==> config.mk <==
export PLATFORM = sky130hd
export DESIGN_NAME = can_rx_filter_fifo
export DESIGN_NICKNAME = d
export VERILOG_FILES = /design/src/rtl/can_pkg.sv /design/src/rtl/can_acc_filter.sv /design/src/rtl/can_rx_filter_fifo.sv
export SDC_FILE = /design/constraint.sdc
export NUM_CORES = 1
export LEC_CHECK = 0
export BUFFER_PORTS_ARGS = -buffer_cell sky130_fd_sc_hd__buf_2
export CAP_MARGIN = 20
export CORE_ASPECT_RATIO = 0.7
export CORE_MARGIN = 2
export CORE_UTILIZATION = 48
export DETAILED_ROUTE_END_ITERATION = 10
export PLACE_DENSITY = 0.65
export SLEW_MARGIN = 10
export SYNTH_ARGS = -nofsm -noshare
export SYNTH_HDL_FRONTEND = slang
export SYNTH_HIERARCHICAL = 1
export SYNTH_SLANG_ARGS = --single-unit
==> constraint.sdc <==
create_clock -name clk -period 17.25 [get_ports clk]
set_input_delay 3.45 -clock clk [delete_from_list [all_inputs] [get_ports clk]]
set_output_delay 3.45 -clock clk [all_outputs]
set_load 0.01 [all_outputs]
==> src/rtl/can_pkg.sv <==
// Shared definitions for the CAN receive back-end: register map, command and
// control field positions, the FIFO entry layout and the filter key builder.
package can_pkg;

    localparam int KEY_W  = 32;
    localparam int DATA_W = 64;
    localparam int FHW    = 3;
    localparam int ID_W   = 29;

    localparam logic [2:0] RXID   = 3'd0;
    localparam logic [2:0] RXSTAT = 3'd1;
    localparam logic [2:0] DATA0  = 3'd2;
    localparam logic [2:0] DATA1  = 3'd3;
    localparam logic [2:0] CMD    = 3'd4;
    localparam logic [2:0] CTRL   = 3'd5;
    localparam logic [2:0] FMATCH = 3'd6;
    localparam logic [2:0] FMASK  = 3'd7;

    localparam int CMD_POP    = 0;
    localparam int CMD_FLUSH  = 1;
    localparam int CMD_OVFCLR = 2;

    localparam int CTRL_FEN_LSB   = 0;
    localparam int CTRL_THR_LSB   = 8;
    localparam int CTRL_FSEL_LSB  = 16;
    localparam int CTRL_IRQEN_LSB = 24;

    typedef struct packed {
        logic              ext;
        logic              rtr;
        logic [ID_W-1:0]   id;
        logic [3:0]        dlc;
        logic [DATA_W-1:0] data;
        logic [FHW-1:0]    fhit;
    } can_entry_t;

    // Key layout shared by the acceptance filters and the RXID register.
    function automatic logic [KEY_W-1:0] can_key(input logic ext, input logic rtr,
                                                 input logic [ID_W-1:0] id);
        return {ext, rtr, 1'b0, id};
    endfunction

endpackage

==> src/rtl/can_acc_filter.sv <==
// Mask/match acceptance filter bank: reports whether a frame key is accepted
// and which enabled filter (lowest index) matched it.
module can_acc_filter
    import can_pkg::*;
#(
    parameter int NFILT = 4
) (
    input  logic [KEY_W-1:0]             i_key,
    input  logic [NFILT-1:0]             i_fen,
    input  logic [NFILT-1:0][KEY_W-1:0]  i_match,
    input  logic [NFILT-1:0][KEY_W-1:0]  i_mask,
    output logic                         o_accept,
    output logic [FHW-1:0]               o_fhit
);

    logic [NFILT-1:0] w_hit;

    // Per-filter compare: only bits with mask=1 must agree.
    always_comb begin
        w_hit = '0;
        for (int i = 0; i < NFILT; i++) begin
            w_hit[i] = i_fen[i] & (((i_key ^ i_match[i]) & i_mask[i]) == '0);
        end
    end

    // Scan from the top down so the lowest hitting index wins.
    always_comb begin
        o_fhit = '0;
        for (int i = NFILT - 1; i >= 0; i--) begin
            o_fhit = w_hit[i] ? FHW'(i) : o_fhit;
        end
    end

    assign o_accept = (i_fen == '0) | (|w_hit);

endmodule

==> src/rtl/can_rx_filter_fifo.sv <==
// CAN receive back-end: filters decoded frames, queues accepted ones in an RX
// FIFO and exposes head, status, control and filter registers on the bus.
module can_rx_filter_fifo
    import can_pkg::*;
#(
    parameter int DEPTH = 4,
    parameter int NFILT = 4
) (
    input  logic              clk,
    input  logic              reset,
    input  logic              cs,
    input  logic              we,
    input  logic [2:0]        rs,
    input  logic [31:0]       d,
    output logic [31:0]       q,
    input  logic              frm_valid,
    input  logic              frm_ext,
    input  logic              frm_rtr,
    input  logic [ID_W-1:0]   frm_id,
    input  logic [3:0]        frm_dlc,
    input  logic [DATA_W-1:0] frm_data,
    output logic              irq_rx,
    output logic              irq_ovf
);

    localparam int PW = $clog2(DEPTH);
    localparam int CW = PW + 1;
    localparam int FW = (NFILT > 1) ? $clog2(NFILT) : 1;

    can_entry_t                 r_mem [DEPTH];
    logic [PW-1:0]              r_wr_ptr;
    logic [PW-1:0]              r_rd_ptr;
    logic [CW-1:0]              r_count;
    logic                       r_ovf;
    logic [NFILT-1:0]           r_fen;
    logic [4:0]                 r_thresh;
    logic [2:0]                 r_fsel;
    logic [1:0]                 r_irqen;
    logic [NFILT-1:0][KEY_W-1:0] r_match;
    logic [NFILT-1:0][KEY_W-1:0] r_mask;
    logic                       r_irq_rx;
    logic                       r_irq_ovf;

    logic [KEY_W-1:0] w_key;
    logic             w_accept;
    logic [FHW-1:0]   w_fhit;
    logic             w_full;
    logic             w_empty;
    logic             w_cmd_wr;
    logic             w_pop;
    logic             w_flush;
    logic             w_ovf_clr;
    logic             w_push_req;
    logic             w_push;
    logic             w_ovf_evt;
    logic             w_fsel_ok;
    logic [FW-1:0]    w_fidx;
    can_entry_t       w_new;
    can_entry_t       w_head;
    logic [5:0]       w_thr_eff;
    logic [31:0]      w_stat;
    logic [31:0]      w_ctrl;

    assign w_key = can_key(frm_ext, frm_rtr, frm_id);

    can_acc_filter #(.NFILT(NFILT)) u_filter (
        .i_key    (w_key),
        .i_fen    (r_fen),
        .i_match  (r_match),
        .i_mask   (r_mask),
        .o_accept (w_accept),
        .o_fhit   (w_fhit)
    );

    assign w_full     = (r_count == CW'(DEPTH));
    assign w_empty    = (r_count == '0);
    assign w_cmd_wr   = cs & we & (rs == CMD);
    assign w_flush    = w_cmd_wr & d[CMD_FLUSH];
    assign w_ovf_clr  = w_cmd_wr & d[CMD_OVFCLR];
    assign w_pop      = w_cmd_wr & d[CMD_POP] & ~w_empty;
    assign w_push_req = frm_valid & w_accept;
    // A pop in the same cycle frees the slot, so a full FIFO still accepts.
    assign w_push     = w_push_req & (~w_full | w_pop) & ~w_flush;
    assign w_ovf_evt  = w_push_req & w_full & ~w_pop;
    assign w_fsel_ok  = ({29'd0, r_fsel} < 32'(NFILT));
    assign w_fidx     = r_fsel[FW-1:0];

    assign w_new = '{ext: frm_ext, rtr: frm_rtr, id: frm_id, dlc: frm_dlc,
                     data: frm_data, fhit: w_fhit};
    assign w_head = w_empty ? '0 : r_mem[r_rd_ptr];

    // Entry storage; contents are only observable through the head when non-empty.
    always_ff @(posedge clk) begin
        if (w_push) begin
            r_mem[r_wr_ptr] <= w_new;
        end else begin
            r_mem[r_wr_ptr] <= r_mem[r_wr_ptr];
        end
    end

    // Pointers and occupancy count.
    always_ff @(posedge clk or posedge reset) begin
        if (reset) begin
            r_wr_ptr <= '0;
            r_rd_ptr <= '0;
            r_count  <= '0;
        end else if (w_flush) begin
            r_wr_ptr <= '0;
            r_rd_ptr <= '0;
            r_count  <= '0;
        end else begin
            r_wr_ptr <= w_push ? r_wr_ptr + PW'(1) : r_wr_ptr;
            r_rd_ptr <= w_pop  ? r_rd_ptr + PW'(1) : r_rd_ptr;
            case ({w_push, w_pop})
                2'b10:   r_count <= r_count + CW'(1);
                2'b01:   r_count <= r_count - CW'(1);
                default: r_count <= r_count;
            endcase
        end
    end

    // Sticky overflow flag; a coincident overflow beats the clear command.
    always_ff @(posedge clk or posedge reset) begin
        if (reset) begin
            r_ovf <= 1'b0;
        end else if (w_ovf_evt) begin
            r_ovf <= 1'b1;
        end else if (w_ovf_clr) begin
            r_ovf <= 1'b0;
        end else begin
            r_ovf <= r_ovf;
        end
    end

    // Control and filter register writes.
    always_ff @(posedge clk or posedge reset) begin
        if (reset) begin
            r_fen    <= '0;
            r_thresh <= 5'd1;
            r_fsel   <= 3'd0;
            r_irqen  <= 2'd0;
            r_match  <= '0;
            r_mask   <= '0;
        end else if (cs & we) begin
            case (rs)
                CTRL: begin
                    r_fen    <= d[CTRL_FEN_LSB +: NFILT];
                    r_thresh <= d[CTRL_THR_LSB +: 5];
                    r_fsel   <= d[CTRL_FSEL_LSB +: 3];
                    r_irqen  <= d[CTRL_IRQEN_LSB +: 2];
                end
                FMATCH: begin
                    if (w_fsel_ok) begin
                        r_match[w_fidx] <= d;
                    end else begin
                        r_match <= r_match;
                    end
                end
                FMASK: begin
                    if (w_fsel_ok) begin
                        r_mask[w_fidx] <= d;
                    end else begin
                        r_mask <= r_mask;
                    end
                end
                default: begin
                    r_fen <= r_fen;
                end
            endcase
        end else begin
            r_fen <= r_fen;
        end
    end

    // Threshold clamped to 1..DEPTH so irq_rx is always reachable.
    always_comb begin
        if (r_thresh == 5'd0) begin
            w_thr_eff = 6'd1;
        end else if (6'(r_thresh) > 6'(DEPTH)) begin
            w_thr_eff = 6'(DEPTH);
        end else begin
            w_thr_eff = 6'(r_thresh);
        end
    end

    // Interrupt outputs registered one cycle behind their conditions.
    always_ff @(posedge clk or posedge reset) begin
        if (reset) begin
            r_irq_rx  <= 1'b0;
            r_irq_ovf <= 1'b0;
        end else begin
            r_irq_rx  <= r_irqen[0] & (6'(r_count) >= w_thr_eff);
            r_irq_ovf <= r_irqen[1] & r_ovf;
        end
    end

    assign irq_rx  = r_irq_rx;
    assign irq_ovf = r_irq_ovf;

    // Status and control read images.
    always_comb begin
        w_stat        = '0;
        w_stat[3:0]   = w_head.dlc;
        w_stat[6:4]   = w_head.fhit;
        w_stat[7]     = r_ovf;
        w_stat[12:8]  = 5'(r_count);
        w_stat[13]    = w_empty;
        w_stat[14]    = w_full;
        w_ctrl        = '0;
        w_ctrl[CTRL_FEN_LSB +: NFILT] = r_fen;
        w_ctrl[CTRL_THR_LSB +: 5]     = r_thresh;
        w_ctrl[CTRL_FSEL_LSB +: 3]    = r_fsel;
        w_ctrl[CTRL_IRQEN_LSB +: 2]   = r_irqen;
    end

    // Read mux; the bus sees zero whenever it is not selecting this block.
    always_comb begin
        q = 32'd0;
        if (cs) begin
            case (rs)
                RXID:    q = w_empty ? 32'd0 : can_key(w_head.ext, w_head.rtr, w_head.id);
                RXSTAT:  q = w_stat;
                DATA0:   q = w_head.data[31:0];
                DATA1:   q = w_head.data[63:32];
                CTRL:    q = w_ctrl;
                FMATCH:  q = w_fsel_ok ? r_match[w_fidx] : 32'd0;
                FMASK:   q = w_fsel_ok ? r_mask[w_fidx]  : 32'd0;
                default: q = 32'd0;
            endcase
        end else begin
            q = 32'd0;
        end
    end

endmodule

## Yosys cells after proc, flatten, opt, wreduce, memory -nomap -nowiden

Memories as Yosys holds them, arrays and structs flattened.
Index checks and enable logic that the tools add are counted.

| storage, ports and cells | value |
|---|---|
| flip-flop bits (word level) | 280 |
| memory bits (writable) | 408 |
| logic and storage cells | 121 |
| memories kept | 1 |

| operators by class | value |
|---|---|
| add/subtract/negate cells | 4 |
| magnitude comparators | 5 |
| eq/ne operators | 11 |
| multiplexer cells | 32 |
| bitwise operators | 32 |
| reductions and logical operators | 18 |

Memory list:

| name | depth | width | rd ports | clocked after memory_dff | write ports | RTL line | source |
|---|---|---|---|---|---|---|---|
| r_mem | 4 | 102 | 1 | 0 | 1 | can_rx_filter_fifo.sv:30 | `can_entry_t r_mem [DEPTH];` |

Operator list:

| cell | count |
|---|---|
| 128-bit bitwise mux | 2 |
| 32-bit 2-to-1 mux | 7 |
| 32-bit one-hot mux with 7 select lines | 1 |
| 102-bit 2-to-1 mux | 2 |
| 32-bit AND | 4 |
| 32-bit binary-select mux with 2-bit select | 2 |
| 32-bit zero test | 4 |
| 32-bit bitwise XOR | 4 |
| 32-bit demux with 2-bit select | 1 |
| 1-bit AND | 17 |
| 3-bit == test (second input constant) | 5 |
| 3-bit 2-to-1 mux | 4 |
| 2-bit 2-to-1 mux | 5 |
| 5-bit 2-to-1 mux | 2 |
| 3-bit by 2-bit == test with 1-bit output (second input constant) | 2 |
| 3-bit by 6-bit greater-or-equal comparator with 1-bit output | 1 |
| 3-bit zero test | 2 |
| 3-bit one-hot mux with 2 select lines | 1 |
| 3-bit AND reduction | 2 |
| 2-bit nonzero test | 3 |
| 5-bit by 3-bit greater-than comparator with 1-bit output (second input constant) | 1 |
| 5-bit zero test | 1 |
| 1-bit 2-to-1 mux | 5 |
| 2-bit by 1-bit adder with 2-bit output (second input constant) | 2 |
| 16 further kinds | 22 |

## Longest topological paths before layout

| depth | value |
|---|---|
| depth in word-level cells | 12 |
| mapped depth | 14 |

## Cells and area by module

Netlist, hierarchy kept.

Modules (own cells, without submodules):

| module | instances | cells each | area each (µm²) |
|---|---|---|---|
| can_rx_filter_fifo | 1 | 1504 | 28670.0 |
| can_acc_filter | 1 | 220 | 1799.2 |

## Least setup slack after synthesis

No wires, ideal clock.

| timing | value |
|---|---|
| path kind | input-to-output |
| start point | in rs[0] |
| end point | out q[3] |
| arrival | 4911 ps |
| required time | 13800 ps |
| path slack | 8889 ps |
| cell stages on the path | 6 |
| path buffers | 2 |
| cells stage by stage | buf_2 -> clkinv_1 -> buf_1 -> mux4_2 -> nand2_1 -> o21ai_0 |

| between the ends | value |
|---|---|
| cells in the longest elaborated chain, start to end | 3 |
| elaborated cells between the ends (all ways) | 9 |
| classes of those cells | eq/ne (6); mux (2); reduce/logical (1) |

RTL lines:

| item | RTL line | source |
|---|---|---|
| from (decl) | can_rx_filter_fifo.sv:13 | `input logic [2:0] rs,` |
| 3-bit == test, or another cell as far along | can_rx_filter_fifo.sv:220 | `case (rs)` |
| 32-bit one-hot mux with 7 select lines (*) | can_rx_filter_fifo.sv:220 |  |
| 32-bit 2-to-1 mux (*) | can_rx_filter_fifo.sv:219 | `if (cs) begin` |
| to (decl) | can_rx_filter_fifo.sv:15 | `output logic [31:0] q,` |

Every way passes the cells marked *; elsewhere a longest branch is shown, timed or not.

## Worst setup path after layout

| timing | value |
|---|---|
| start point | in rs[1] |
| end point | out q[7] |

Same word-level chain as after synthesis.

==> results.sh <==
export IMPL_gp_congestion=0.894
export IMPL_seq_area_sq_mm=0.0193
export IMPL_crit_required_ns=13.80
export IMPL_synth_seq_area_share=0.632
export IMPL_final_common_cell="edfxtp_1"
export IMPL_dpl_cell_count=2652
export IMPL_ys_ff_latch=688
export IMPL_fmax_mhz=102
export IMPL_fin_util=0.548
export IMPL_r2r_end="r_mem[2][57]"
export IMPL_whs_path_depth=2
export IMPL_synth_ff_type="edfxtp_1"
export IMPL_nFillCells=5002
export IMPL_multi_input_area_sq_mm=0.0107
export IMPL_reg2reg_from="r_match[118]"
export IMPL_peakVddDrop_mv=0.0850
export IMPL_cts_num_sinks=688
export IMPL_placed_cell_area_sq_mm=0.0321
export IMPL_critPathMaxFanout=56
export IMPL_grt_max_degree=132
export IMPL_dp_slack_ns=7.40
export IMPL_antenna_left=0
export IMPL_hold_viol=0
export IMPL_grt_total_usage=0.262
export IMPL_antenna_found_initial=8
export IMPL_post_route_min_period_ns=9.85
export IMPL_switchingPower_mw=1.45
export IMPL_start_util=0.484
export IMPL_leakagePower_nw=13.4
export IMPL_netlist_area_sq_mm=0.0305
export IMPL_finalSetupViolations=0
export IMPL_fp_dieH_um=215
export IMPL_fin_crit_sh=0.571
export IMPL_final_cell_mix="408 x edfxtp_1, 275 x dfrtp_1, 245 x mux2_2"
export IMPL_swShare=0.296
export IMPL_ff2ff_path_depth=10
export IMPL_design_area_sq_mm=0.0345
export IMPL_finalSetupTns_ns=0
export IMPL_fin_cells=2784
export IMPL_placementRows=77
export IMPL_pwr_share_seq=0.455
export IMPL_core_sq_mm=0.0629
export IMPL_synth_edf_count=408
export IMPL_cts_buffers=69
export IMPL_cellPowerDensity_mw_per_mm2=142
export IMPL_slew_headroom=0.300
export IMPL_skew_ns=0.0201
export IMPL_async_reset_ff_frac=0.407
export IMPL_p_comb_frac=0.235
export IMPL_slew_violations=0
export IMPL_first_global_vias=17800
export IMPL_cp_arrival_ns=6.40
export IMPL_io_buffers=172
export IMPL_die_w_um=305
export IMPL_maxCapViolCount=0
export IMPL_start_kind="input pin"
export IMPL_holdBufCountCts=0
export IMPL_h_tree_depth=3
export IMPL_routed_wl_um=85100
export IMPL_clock_power_share=0.310
export IMPL_yosysWarnings=6
export IMPL_intPower_mw=3.45
export IMPL_post_cts_setup_buffer_count=0
export IMPL_hold_end="r_thresh[0]"
export IMPL_syn_inst=1724
export IMPL_tightest_slew_ns=1.04
export IMPL_area_delta_synth_final_pct=13.1
export IMPL_min_path_type="flip-flop to flip-flop"
export IMPL_hpwl_um=57500
export IMPL_vias_per_cell=6.26
export IMPL_cts_resized=0
export IMPL_drive_gt1_frac=0.396
export IMPL_crit_path_end_kind="output pin"
export IMPL_outcome="completed"
export IMPL_rsz0062_at_grt="no"
export IMPL_num_io_pins=173
export IMPL_vias=17400
export IMPL_dieArea_sq_mm=0.0655
export IMPL_clkTransAtPathRegs_ns=0.07
export IMPL_syn_avg_cell_area_sq_um=17.7
export IMPL_yosysUniqueCellTypes=66
export IMPL_reg2reg_slack_ns=12.20
export IMPL_drc=0
export IMPL_clock_path_buffers=3
export IMPL_wire_per_inst_um=30.6
export IMPL_root_buffer="clkbuf_16"
export IMPL_cts_tree="yes"
export IMPL_drtIter0Drc=1727
export IMPL_finalWorstSetupSlack_ns=7.40
export IMPL_grt_pass1_wl_um=125000
export IMPL_first_pass_iters=5
export IMPL_grt_ovfl_total=0
export IMPL_clk_latency_ns=0.62
export IMPL_hp_start="r_thresh[0]"
export IMPL_layout_nets=2043
export IMPL_path_class="input pin to output pin"
layer usage:
| layer | global-route usage | vias up | part of all wire |
|---|---|---|---|
| li1 | - | 7236 | - |
| met1 | 0.382 | 9344 | 0.44 |
| met2 | 0.382 | 713 | 0.44 |
| met3 | 0.0885 | 135 | 0.099 |
| met4 | 0.0617 | 6 | 0.022 |
| met5 | 0 | - | 0.00052 |
registers in the layout, summed over array words and instances (netlist names):
| signal | flops |
|---|---|
| r_mem | 408 |
| r_mask | 128 |
| r_match | 128 |
| r_thresh | 5 |
| r_fen | 4 |
| r_count | 3 |
| r_fsel | 3 |
| r_irqen | 2 |
| r_rd_ptr | 2 |
| r_wr_ptr | 2 |
| irq_ovf | 1 |
| irq_rx | 1 |
| r_ovf | 1 |
per-stage QoR:
step | hold WS [ns] | total power [mW]
3_3_place_gp | 0.502 | 3.38
5_1_grt | 0.550 | 5.09
3_5_place_dp | 0.512 | 3.40
4_1_cts | 0.525 | 4.92
6_report | 0.525 | 4.90
2_1_floorplan | 0.461 | 2.98
power groups by stage:
stage | Sequential [mW] | Combinational [mW] | Clock (mW)
6_report | 2.23 | 1.15 | 1.52
5_1_grt | 2.26 | 1.22 | 1.61
4_1_cts | 2.23 | 1.15 | 1.54
3_5_place_dp | 2.26 | 1.14 | 0
3_3_place_gp | 2.24 | 1.14 | 0
2_1_floorplan | 2.16 | 0.823 | 0
synth_stat cells, types with 12 or more instances:
library cell | number | area (sq um)
mux2_2 | 245 | 2760
a22oi_1 | 65 | 488
a22o_1 | 12 | 105
nand2_1 | 32 | 120
mux4_2 | 169 | 3810
xor2_1 | 128 | 1120
o21ai_0 | 12 | 60.1
dfrtp_1 | 279 | 6980
mux2i_1 | 33 | 330
edfxtp_1 | 408 | 12300
nor2_1 | 17 | 63.8
mux2_4 | 30 | 450
a21oi_1 | 21 | 105
nor3_1 | 15 | 75.1
nand4_1 | 17 | 106
buf_2 | 51 | 255
clkbuf_1 | 31 | 116
cell families after synthesis:
group,Yosys count,share of synthesized area
muxes,478,0.241
adders and majority gates,8,0.00353
buffers and inverters,109,0.0176
xor gates and xnor gates,129,0.0371
AOI/OAI and AO/OA,176,0.0442
DFF,688,0.632
and+or+nand+nor,134,0.0238
other,2,0.000246
worst max-delay path, cell delays in order:
cell     delay (ns)
buf_4          0.18
buf_4          0.77
and2_1         0.88
and3_1         0.40
a22oi_1        0.13
a31oi_1        0.32
buf_2          0.20
worst max-delay path by stage:
stage	startpoint	endpoint	slack [ns]	depth (start not counted)
after floorplan	reset	irq_ovf	6.08	1
after global placement	rs[1]	q[7]	7.43	7
after detailed placement	rs[1]	q[7]	7.40	7
after CTS	rs[1]	q[7]	7.41	7
after global routing	rs[1]	q[7]	7.27	7
final	rs[1]	q[7]	7.40	7
final cells by class:
| cell class | instances | share of cell area |
|---|---|---|
| Tap cell | 829 | 0.0301 |
| Clock inverter | 25 | 0.00882 |
| Multi-Input combinational cell | 930 | 0.312 |
| Antenna cell | 5 | 0.000363 |
| Inverter | 9 | 0.00120 |
| Timing Repair Buffer | 198 | 0.0319 |
| Sequential cell | 688 | 0.559 |
| Clock buffer | 100 | 0.0566 |
Power figures use the tool's default switching activity.
